[config.mk]
export PLATFORM = sky130hd
export DESIGN_NAME = rf_write_arbiter
export DESIGN_NICKNAME = d
export VERILOG_FILES = /design/src/rtl/rf_pkg.sv /design/src/rtl/rf_scoreboard.sv /design/src/rtl/rf_write_arbiter.sv
export SDC_FILE = /design/constraint.sdc
export NUM_CORES = 1
export LEC_CHECK = 0
export ABC_AREA = 1
export BUFFER_PORTS_ARGS = -buffer_cell sky130_fd_sc_hd__buf_2
export CAP_MARGIN = 20
export CELL_PAD_IN_SITES_DETAIL_PLACEMENT = 1
export CELL_PAD_IN_SITES_GLOBAL_PLACEMENT = 1
export CORE_MARGIN = 10
export CORE_UTILIZATION = 33
export DETAILED_ROUTE_END_ITERATION = 10
export PLACE_DENSITY = 0.86
export SYNTH_ARGS = -nofsm -noshare
export SYNTH_HDL_FRONTEND = slang
export SYNTH_SLANG_ARGS = --single-unit
[constraint.sdc]
create_clock -name Clk -period 2.5 [get_ports Clk]
set_input_delay 0.5 -clock Clk [delete_from_list [all_inputs] [get_ports Clk]]
set_output_delay 0.5 -clock Clk [all_outputs]
set_load 0.1 [all_outputs]
[src/rtl/rf_pkg.sv]
// Shared register-file constants and types for the writeback arbiter and
// its pending-write scoreboard.
package rf_pkg;

  localparam int RF_ADDR_W   = 5;
  localparam int RF_DATA_W   = 32;
  localparam int RF_NUM_REGS = 2 ** RF_ADDR_W;
  localparam int RF_STARVE_W = 4;

  localparam logic [RF_ADDR_W-1:0] RF_ZERO_ADDR = '0;

  typedef struct packed {
    logic                 valid;
    logic [RF_ADDR_W-1:0] addr;
    logic [RF_DATA_W-1:0] data;
  } rf_wr_req_t;

  typedef enum logic [1:0] {
    GNT_NONE = 2'd0,
    GNT_A    = 2'd1,
    GNT_B    = 2'd2
  } rf_grant_e;

endpackage

[src/rtl/rf_scoreboard.sv]
// Pending-write bitmask: one bit per register still waiting on a long-latency
// result. Set on issue, cleared when the result commits; set beats clear.
module rf_scoreboard
  import rf_pkg::*;
#(
  parameter int ADDR_W   = RF_ADDR_W,
  parameter int NUM_REGS = 2 ** ADDR_W
) (
  input  logic                i_clk,
  input  logic                i_rst,
  input  logic                i_set_valid,
  input  logic [ADDR_W-1:0]   i_set_addr,
  input  logic                i_clr_valid,
  input  logic [ADDR_W-1:0]   i_clr_addr,
  output logic [NUM_REGS-1:0] o_busy
);

  logic [NUM_REGS-1:0] r_busy;
  logic [NUM_REGS-1:0] w_set_mask;
  logic [NUM_REGS-1:0] w_clr_mask;
  logic [NUM_REGS-1:0] w_busy_next;

  always_comb begin
    w_set_mask = '0;
    w_clr_mask = '0;
    if (i_set_valid) w_set_mask[i_set_addr] = 1'b1;
    if (i_clr_valid) w_clr_mask[i_clr_addr] = 1'b1;
    // Clear first, then set, so an issue landing on the commit edge survives.
    w_busy_next    = (r_busy & ~w_clr_mask) | w_set_mask;
    w_busy_next[0] = 1'b0;
  end

  always_ff @(posedge i_clk) begin
    if (i_rst) begin
      r_busy <= '0;
    end else begin
      r_busy <= w_busy_next;
    end
  end

  assign o_busy = r_busy;

endmodule

[src/rtl/rf_write_arbiter.sv]
// Two-source arbiter for the register file write port with bounded starvation
// of the long-latency source and a registered write stage.
module rf_write_arbiter
  import rf_pkg::*;
#(
  parameter int DATA_W     = RF_DATA_W,
  parameter int ADDR_W     = RF_ADDR_W,
  parameter int STARVE_MAX = 3
) (
  input  logic                   Clk,
  input  logic                   rst,
  input  logic                   a_valid,
  output logic                   a_ready,
  input  logic [ADDR_W-1:0]      a_addr,
  input  logic [DATA_W-1:0]      a_data,
  input  logic                   b_valid,
  output logic                   b_ready,
  input  logic [ADDR_W-1:0]      b_addr,
  input  logic [DATA_W-1:0]      b_data,
  input  logic                   alloc_valid,
  input  logic [ADDR_W-1:0]      alloc_addr,
  output logic [2**ADDR_W-1:0]   busy,
  output logic                   WEN,
  output logic [ADDR_W-1:0]      RW,
  output logic [DATA_W-1:0]      busW
);

  // Handshake: a request transfers in the cycle where valid && ready are both
  // high at the rising edge; an unaccepted request must be held unchanged.

  localparam logic [RF_STARVE_W-1:0] STARVE_LIM = RF_STARVE_W'(STARVE_MAX);

  rf_grant_e              w_grant;
  logic [ADDR_W-1:0]      w_win_addr;
  logic [DATA_W-1:0]      w_win_data;
  logic                   w_commit;

  logic [RF_STARVE_W-1:0] r_starve;
  logic                   r_wen;
  logic                   r_wen_from_b;
  logic [ADDR_W-1:0]      r_rw;
  logic [DATA_W-1:0]      r_busw;

  always_comb begin
    w_grant = GNT_NONE;
    if (rst) begin
      w_grant = GNT_NONE;
    end else if (b_valid && (!a_valid || (r_starve == STARVE_LIM))) begin
      w_grant = GNT_B;
    end else if (a_valid) begin
      w_grant = GNT_A;
    end
  end

  assign a_ready = (w_grant == GNT_A);
  assign b_ready = (w_grant == GNT_B);

  always_comb begin
    w_win_addr = a_addr;
    w_win_data = a_data;
    if (w_grant == GNT_B) begin
      w_win_addr = b_addr;
      w_win_data = b_data;
    end
  end

  // Register 0 writes are accepted but never reach the register file.
  assign w_commit = (w_grant != GNT_NONE) && (w_win_addr != '0);

  always_ff @(posedge Clk) begin
    if (rst) begin
      r_starve     <= '0;
      r_wen        <= 1'b0;
      r_wen_from_b <= 1'b0;
      r_rw         <= '0;
      r_busw       <= '0;
    end else begin
      if (w_grant == GNT_B) begin
        r_starve <= '0;
      end else if (b_valid && (r_starve != STARVE_LIM)) begin
        r_starve <= r_starve + RF_STARVE_W'(1);
      end
      r_wen        <= w_commit;
      r_wen_from_b <= w_commit && (w_grant == GNT_B);
      if (w_commit) begin
        r_rw   <= w_win_addr;
        r_busw <= w_win_data;
      end
    end
  end

  assign WEN  = r_wen;
  assign RW   = r_rw;
  assign busW = r_busw;

  rf_scoreboard #(
    .ADDR_W   (ADDR_W),
    .NUM_REGS (2 ** ADDR_W)
  ) u_scoreboard (
    .i_clk       (Clk),
    .i_rst       (rst),
    .i_set_valid (alloc_valid),
    .i_set_addr  (alloc_addr),
    .i_clr_valid (r_wen_from_b),
    .i_clr_addr  (r_rw),
    .o_busy      (busy)
  );

endmodule

==> results of run 1 <==
## layout make-up
class	instances	share of cell area [%]
Sequential cell	74	30.8
Clock buffer	9	2.57
Multi-Input combinational cell	405	40.8
Timing Repair Buffer	167	18.6
Inverter	27	2.18
Tap cell	140	3.64
Clock inverter	7	1.45
## sequential cells by signal, indices dropped and copies added, names as in the netlist
| register | cells |
|---|---|
| u_scoreboard.o_busy | 31 |
| RW | 5 |
| busW | 32 |
| r_wen_from_b | 1 |
| r_starve | 4 |
| WEN | 1 |
## routing by layer
layer / global-route usage, % / up-vias / part of all wire, %
li1: - / 1993 / -
met1: 18.8 / 1871 / 42
met3: 5.66 / 7 / 7.2
met2: 29.1 / 121 / 50
met4: 3.95 / 0 / 0.77
met5: 0 / - / 0
## cell families after synthesis
logic type | after synthesis | synth area share (%)
AND/OR/NAND/NOR | 333 | 42.2
adder cells (fa/ha/maj) | 1 | 0.338
AO/OA/AOI/OAI | 69 | 9.71
XOR/XNOR | 1 | 0.237
buffers and inverters | 53 | 7.34
flip-flops | 74 | 40.1
other | 1 | 0.101
## cells in the final DEF, fill, tap and decap left out, types with 2 or more instances in the layout
| cell type | Yosys | layout |
|---|---|---|
| buf_2 | 10 | 152 |
| nand2_2 | 12 | 10 |
| clkinvlp_4 | 0 | 4 |
| a21oi_1 | 36 | 36 |
| or2_2 | 2 | 2 |
| nand3_1 | 16 | 16 |
| clkinv_2 | 1 | 3 |
| inv_1 | 23 | 23 |
| nand3b_1 | 32 | 32 |
| nand4_1 | 4 | 4 |
| buf_4 | 1 | 13 |
| dfxtp_1 | 74 | 74 |
| clkbuf_8 | 0 | 9 |
| nand2_1 | 174 | 174 |
| o21ai_0 | 31 | 31 |
| inv_2 | 2 | 2 |
| nor2_2 | 32 | 31 |
| nor3_1 | 10 | 10 |
| nor2_1 | 47 | 47 |
| buf_12 | 0 | 2 |
| nand2_4 | 1 | 3 |
## worst reg2reg max path: cells and delay by family (launching register included)
kind,cells,cell delay (ns)
flops,1,0.39
fa+ha+maj,1,0.23
buf+inv,2,0.27
simple gates,10,1.17
## power by group
| group | total, uW | switching, uW | internal, uW |
|---|---|---|---|
| Sequential | 1290 | 51.7 | 1240 |
| Clock | 917 | 460 | 457 |
| Combinational | 949 | 730 | 219 |
| Total | 3160 | 1240 | 1920 |
## stage by stage
step	worst slack (ns)	util (%)
6_report	0.227	44.2
5_1_grt	0.0862	44.2
4_1_cts	0.0620	43.8
3_5_place_dp	0.108	42.0
3_3_place_gp	0.294	42.0
2_1_floorplan	0.258	-
## what timing repair did
action                     4_1_cts  5_1_grt
gates cloned                     0        0
setup buffers                    0        4
hold endpoints to repair         0        0
gates resized for setup          1        3
pin swaps                        0        0
setup endpoints to repair        1       36
## path summary, 6_finish.rpt
check,end,depth (start not counted)
worst max-delay path,b_ready,6
worst min-delay path,busW[8],2
worst max register to register,busW[16],13
worst min register to register,busW[8],2
==> impl_results.md, run 1 <==
- Outcome: completed
- Final setup viols: 0
- Worst Path Max Fanout: 10
- Sequential area share after synthesis: 40.1%
- Clk slew on worst S/H paths: approximately 0.08 ns
- CTS tree: built
- R2r startpoint: r_starve[0]
- Ys Warns: 0
- Worst hold slack: 0.478 ns
- Critical path origin: r_starve[0]
- WL/cell: 16.3 um
- Vias: between 3000 and 4000
- Static leakage: 0.00240 uW
- Slowest-stage cell, CP: dfxtp_1
- Post-route cell area: 0.00482 mm2
- Row count: 38
- CTS root buf: clkbuf_8
- Path type of the worst setup path: flip-flop to output port
- CP bufs+invs: 2
- Number of H-tree levels: 3
- Net Count, Synth: 617
- Min-delay worst type: flip-flop to flip-flop
- Detailed Route WL: between 10000 and 15000 um
- Worst reg2reg setup slack: 0.34 ns
- Max clock buf depth: 2
- Post-route clock skew: 0.00836 ns
- Flops & latches, synth: 74
- # IOs: around 160
- Global Route Usage Sum: 16.5%
- First-pass GRT wire length: 22100 um
- Core footprint: 0.0109 mm2
- Vias per cell: 4.82
- Synthesized instance count: 532
- Crit path DAT: 1.77 ns
- Clk_lat worst skew: 0.34 ns
- Initial antenna violation count: 0
- Max_cap viols: 0
- Worst-Margin Slew: 0.714 ns
- Synth top area share: 40.1%
- Area Growth Syn to Fin: 30.3%
- Most common flop cell mapped by yosys: dfxtp_1
- Share of cells above drive strength 1: a little over a third
- Residual DRC count: 0
- Post-CTS Hold Fix Bufs: 0
- Routed Antenna Nets: 0
- Fin crit share: approximately nine tenths
- Mean Syn Cell Area: 6.95 um2
- Max-slew violation count: 0
- Largest net degree at the start of global routing: 36
- Total grt overflow: 0
- FF/Latch Area: 0.00148 mm2
- Clock sinks: 74
- Die Wd: 126 um
- Multi-input gate area: 0.00196 mm2
- Post-synthesis cell type count: 30
- Final cell count without fillers: approximately 830
- First drt pass iteration count: 4
- Mapped Area: 0.00370 mm2
- Slew Limit Headroom: 52.2%
- Max stage delay on crit path: 0.39 ns
- Die ar.: around 0.016 mm2
- DP Wirelength: 10900 um
- Total CTS buffers: 9
- Most instantiated library cell after synthesis: nand2_1
- Vias in the first global route: about 4400
- Top cells by area, synth: dfxtp_1 40%, nand2_1 18%, nand3b_1 6.5%
- Setup TNS: 0 ns
- Peak supply drop: approximately 0.33 mV
- Total Power: 3160 uW
- Crit path capture type: output port
- RD Place Congestion: 0.829
- Crit-path cells: ha_1, nand2_2, nand2_4, nand3_4, inv_2, buf_4
- Startpoint Class: flip-flop
- RSZ-0062 raised after global routing: no
- DIE HEIGHT: 126 um
- Post-synth EDFFs: 0
- Worst hold start: busW[8]
- Crit path max-delay family: buffers and inverters
- Yosys top cell by area: dfxtp_1
- Post-placement cell area: 0.00458 mm2
- Input/output buffers: 154
- Starting DRT DRC Count: 209
- Synth cell count leaders: 174 x nand2_1, 74 x dfxtp_1, 47 x nor2_1, 36 x a21oi_1
- Final Hold Viols: 0
- Power per cell area: 656 mW/mm2
- FFs w/ async S/R, synth: 0%
- Antenna cells: 0
- Worst EP required: 2.00 ns
- Initial Util: 34.0%
- Final Critical Period: ~2.3 ns
- Peak Freq: 440 MHz
- Fillers: 1454
- DP Cell Count: 809
- Final net count: 769
No activity file was read; power rests on OpenSTA's default activity.
==> inputs of run 2 (changes only) <==
--- a/config.mk
+++ b/config.mk
@@ -13,7 +13,7 @@
 export CORE_MARGIN = 10
 export CORE_UTILIZATION = 33
 export DETAILED_ROUTE_END_ITERATION = 10
-export PLACE_DENSITY = 0.86
+export PLACE_DENSITY_LB_ADDON = 0.1
 export SYNTH_ARGS = -nofsm -noshare
 export SYNTH_HDL_FRONTEND = slang
 export SYNTH_SLANG_ARGS = --single-unit
==> run 2 against run 1 <==
Cell count down 0.36%. Clock skew about the same. Design area is 0.57% lower. Combinational power down 1%. Count of clock-buffer cells in the layout increased by 3. First-iteration DRC count is 28% lower. Global-route usage fell by 0.21 points. Register-to-register slack worse by 0.12 ns. Worst setup slack lost 0.13 ns. Critical path type unchanged. Largest cell class unchanged.
==> impl_results.md, run 2 (synthesis gave the netlist of run 1 again) <==
- DP Wirelength: 10300 um
- Final Hold Viols: 0
- Post-CTS sizing: 0
- Number of flip-flops in the largest register: 32
- Routed Antenna Nets: 0
- R2r startpoint: r_starve[0]
- Post-route clock skew: 0.00839 ns
- Die Wd: 126 um
- Input/output buffers: 154
- Peak supply drop: 0.265 mV
- Max_cap viols: 0
- WL/cell: 16.0 um
- Total grt overflow: 0
- Global Route Usage Sum: approximately 16%
- Number of H-tree levels: 3
- Residual DRC count: 0
- Setup TNS: 0 ns
- Clk_lat worst skew: around 0.35 ns
- Share of cells above drive strength 1: 34.1%
- CP bufs+invs: 2
- Vias: 3916
- Post-CTS Hold Fix Bufs: 0
- Row count: 38
- Min-delay worst type: flip-flop to flip-flop
- Worst Path Max Fanout: 8
- Static leakage: 0.00238 uW
- Fillers: 1465
- RSZ-0062 raised after global routing: no
- # IOs: 156
- Outcome: completed
- Startpoint Class: flip-flop
- Total CTS buffers: 9
- First-pass GRT wire length: 21500 um
- Final setup viols: 0
- Die ar.: ~0.016 mm2
- First drt pass iteration count: 4
- Clk slew on worst S/H paths: 0.08 ns
- Crit path DAT: 1.90 ns
- DP Cell Count: 810
- Worst EP required: about 2 ns
- Final cell count without fillers: 826
- Final Critical Period: 2.40 ns
- Crit path capture type: output port
- Worst-Margin Slew: 0.697 ns
- CTS tree: built
- Area Growth Syn to Fin: 29.5%
- Most frequent cells in the layout: 174 x nand2_1, 153 x buf_2, 74 x dfxtp_1
- Worst hold start: u_scoreboard.o_busy[25]
- Starting DRT DRC Count: 150
- Path type of the worst setup path: flip-flop to output port
- Largest net degree at the start of global routing: 36
- DIE HEIGHT: 126 um
- Setup Buffers After CTS: 0
- Final net count: roughly 770
- Slowest-stage cell, CP: buf_2
- CTS root buf: clkbuf_8
- Critical path origin: r_starve[0]
- Detailed Route WL: 13200 um
- Max stage delay on crit path: 0.45 ns
- Crit path max-delay family: buffers and inverters
- Max clock buf depth: 2
- Crit-path cells: ha_1, nand2_2, nand2_4, nand3_4, inv_2, buf_2
- Clock sinks: 74
- Vias per cell: 4.74
- Initial Util: 34.0%
- Core footprint: 0.0109 mm2
- Most common cell after layout, fill and taps aside: nand2_1
- RD Place Congestion: 0.827
- Slew Limit Headroom: between 50 and 60%
- Fin crit share: 96.1%
- Max-slew violation count: 0
- Vias in the first global route: about 4300
- Initial antenna violation count: 1
- Peak Freq: 416 MHz
- Power per cell area: 669 mW/mm2
- Antenna cells: 0
run 2: cell count changes in the layout (fill, tap and decap cells not counted):
cell and change:
buf_2 +1, buf_4 -4, clkbuf_1 +1, clkbuf_8 +2, clkinv_2 -1, clkinvlp_4 -2, nand2_2 +2, nand2_4 -2
o21ai_1 +1, o21ai_2 -1
run 2: path summary, 6_finish.rpt:
kind                        endpoint  slack [ns]  depth (start not counted)
max                          b_ready         0.1                          6
min          u_scoreboard.o_busy[25]        0.48                          2
max reg2reg                 busW[30]        0.22                         14
min reg2reg  u_scoreboard.o_busy[25]        0.48                          2
run 2: power by group:
| group | total, uW | switching (uW) | internal [uW] |
|---|---|---|---|
| Sequential | 1290 | 47.1 | 1240 |
| Clock | 979 | 465 | 515 |
| Combinational | 937 | 722 | 215 |
| Total | 3210 | 1230 | 1970 |
run 2: worst register-to-register path, delay by kind of cell (launching register included):
family	cells	cell delay [ns]
buf+inv	3	0.63
flops	1	0.40
fa+ha+maj	1	0.23
simple gates	10	0.90
run 2: through the flow:
| stage | util [%] | hold slack (ns) | setup WS, ns | area (um2) | total power [uW] |
|---|---|---|---|---|---|
| 4_1_cts | 44.0 | 0.478 | 0.0848 | 4790 | 3240 |
| 2_1_floorplan | - | 0.458 | 0.258 | 3700 | 2050 |
| 3_3_place_gp | 42.1 | 0.455 | 0.345 | 4580 | 2240 |
| 3_5_place_dp | 42.1 | 0.466 | 0.266 | 4580 | 2260 |
| 6_report | 44.0 | 0.478 | 0.0968 | 4790 | 3210 |
| 5_1_grt | 44.0 | 0.504 | 0.0120 | 4790 | 3370 |
run 2: metal layers:
layer / global-route usage, % / wire length, um / up-vias
li1: - / - / 1989
met1: 17.7 / 5370 / 1793
met2: 28.9 / 6620 / 113
met3: 6.29 / 1050 / 19
met4: 4.69 / 189 / 2
met5: 0 / 11 / -
run 2: area by class of cell:
| class | instances | area, um2 | share of cell area, % |
|---|---|---|---|
| timing repair buffer | 164 | 873 | 18.2 |
| multi-input combinational | 405 | 1950 | 40.7 |
| clock inverter | 4 | 50.0 | 1.04 |
| inverter | 27 | 105 | 2.19 |
| tap | 140 | 175 | 3.66 |
| sequential | 74 | 1480 | 30.9 |
| clock buffer | 12 | 155 | 3.24 |
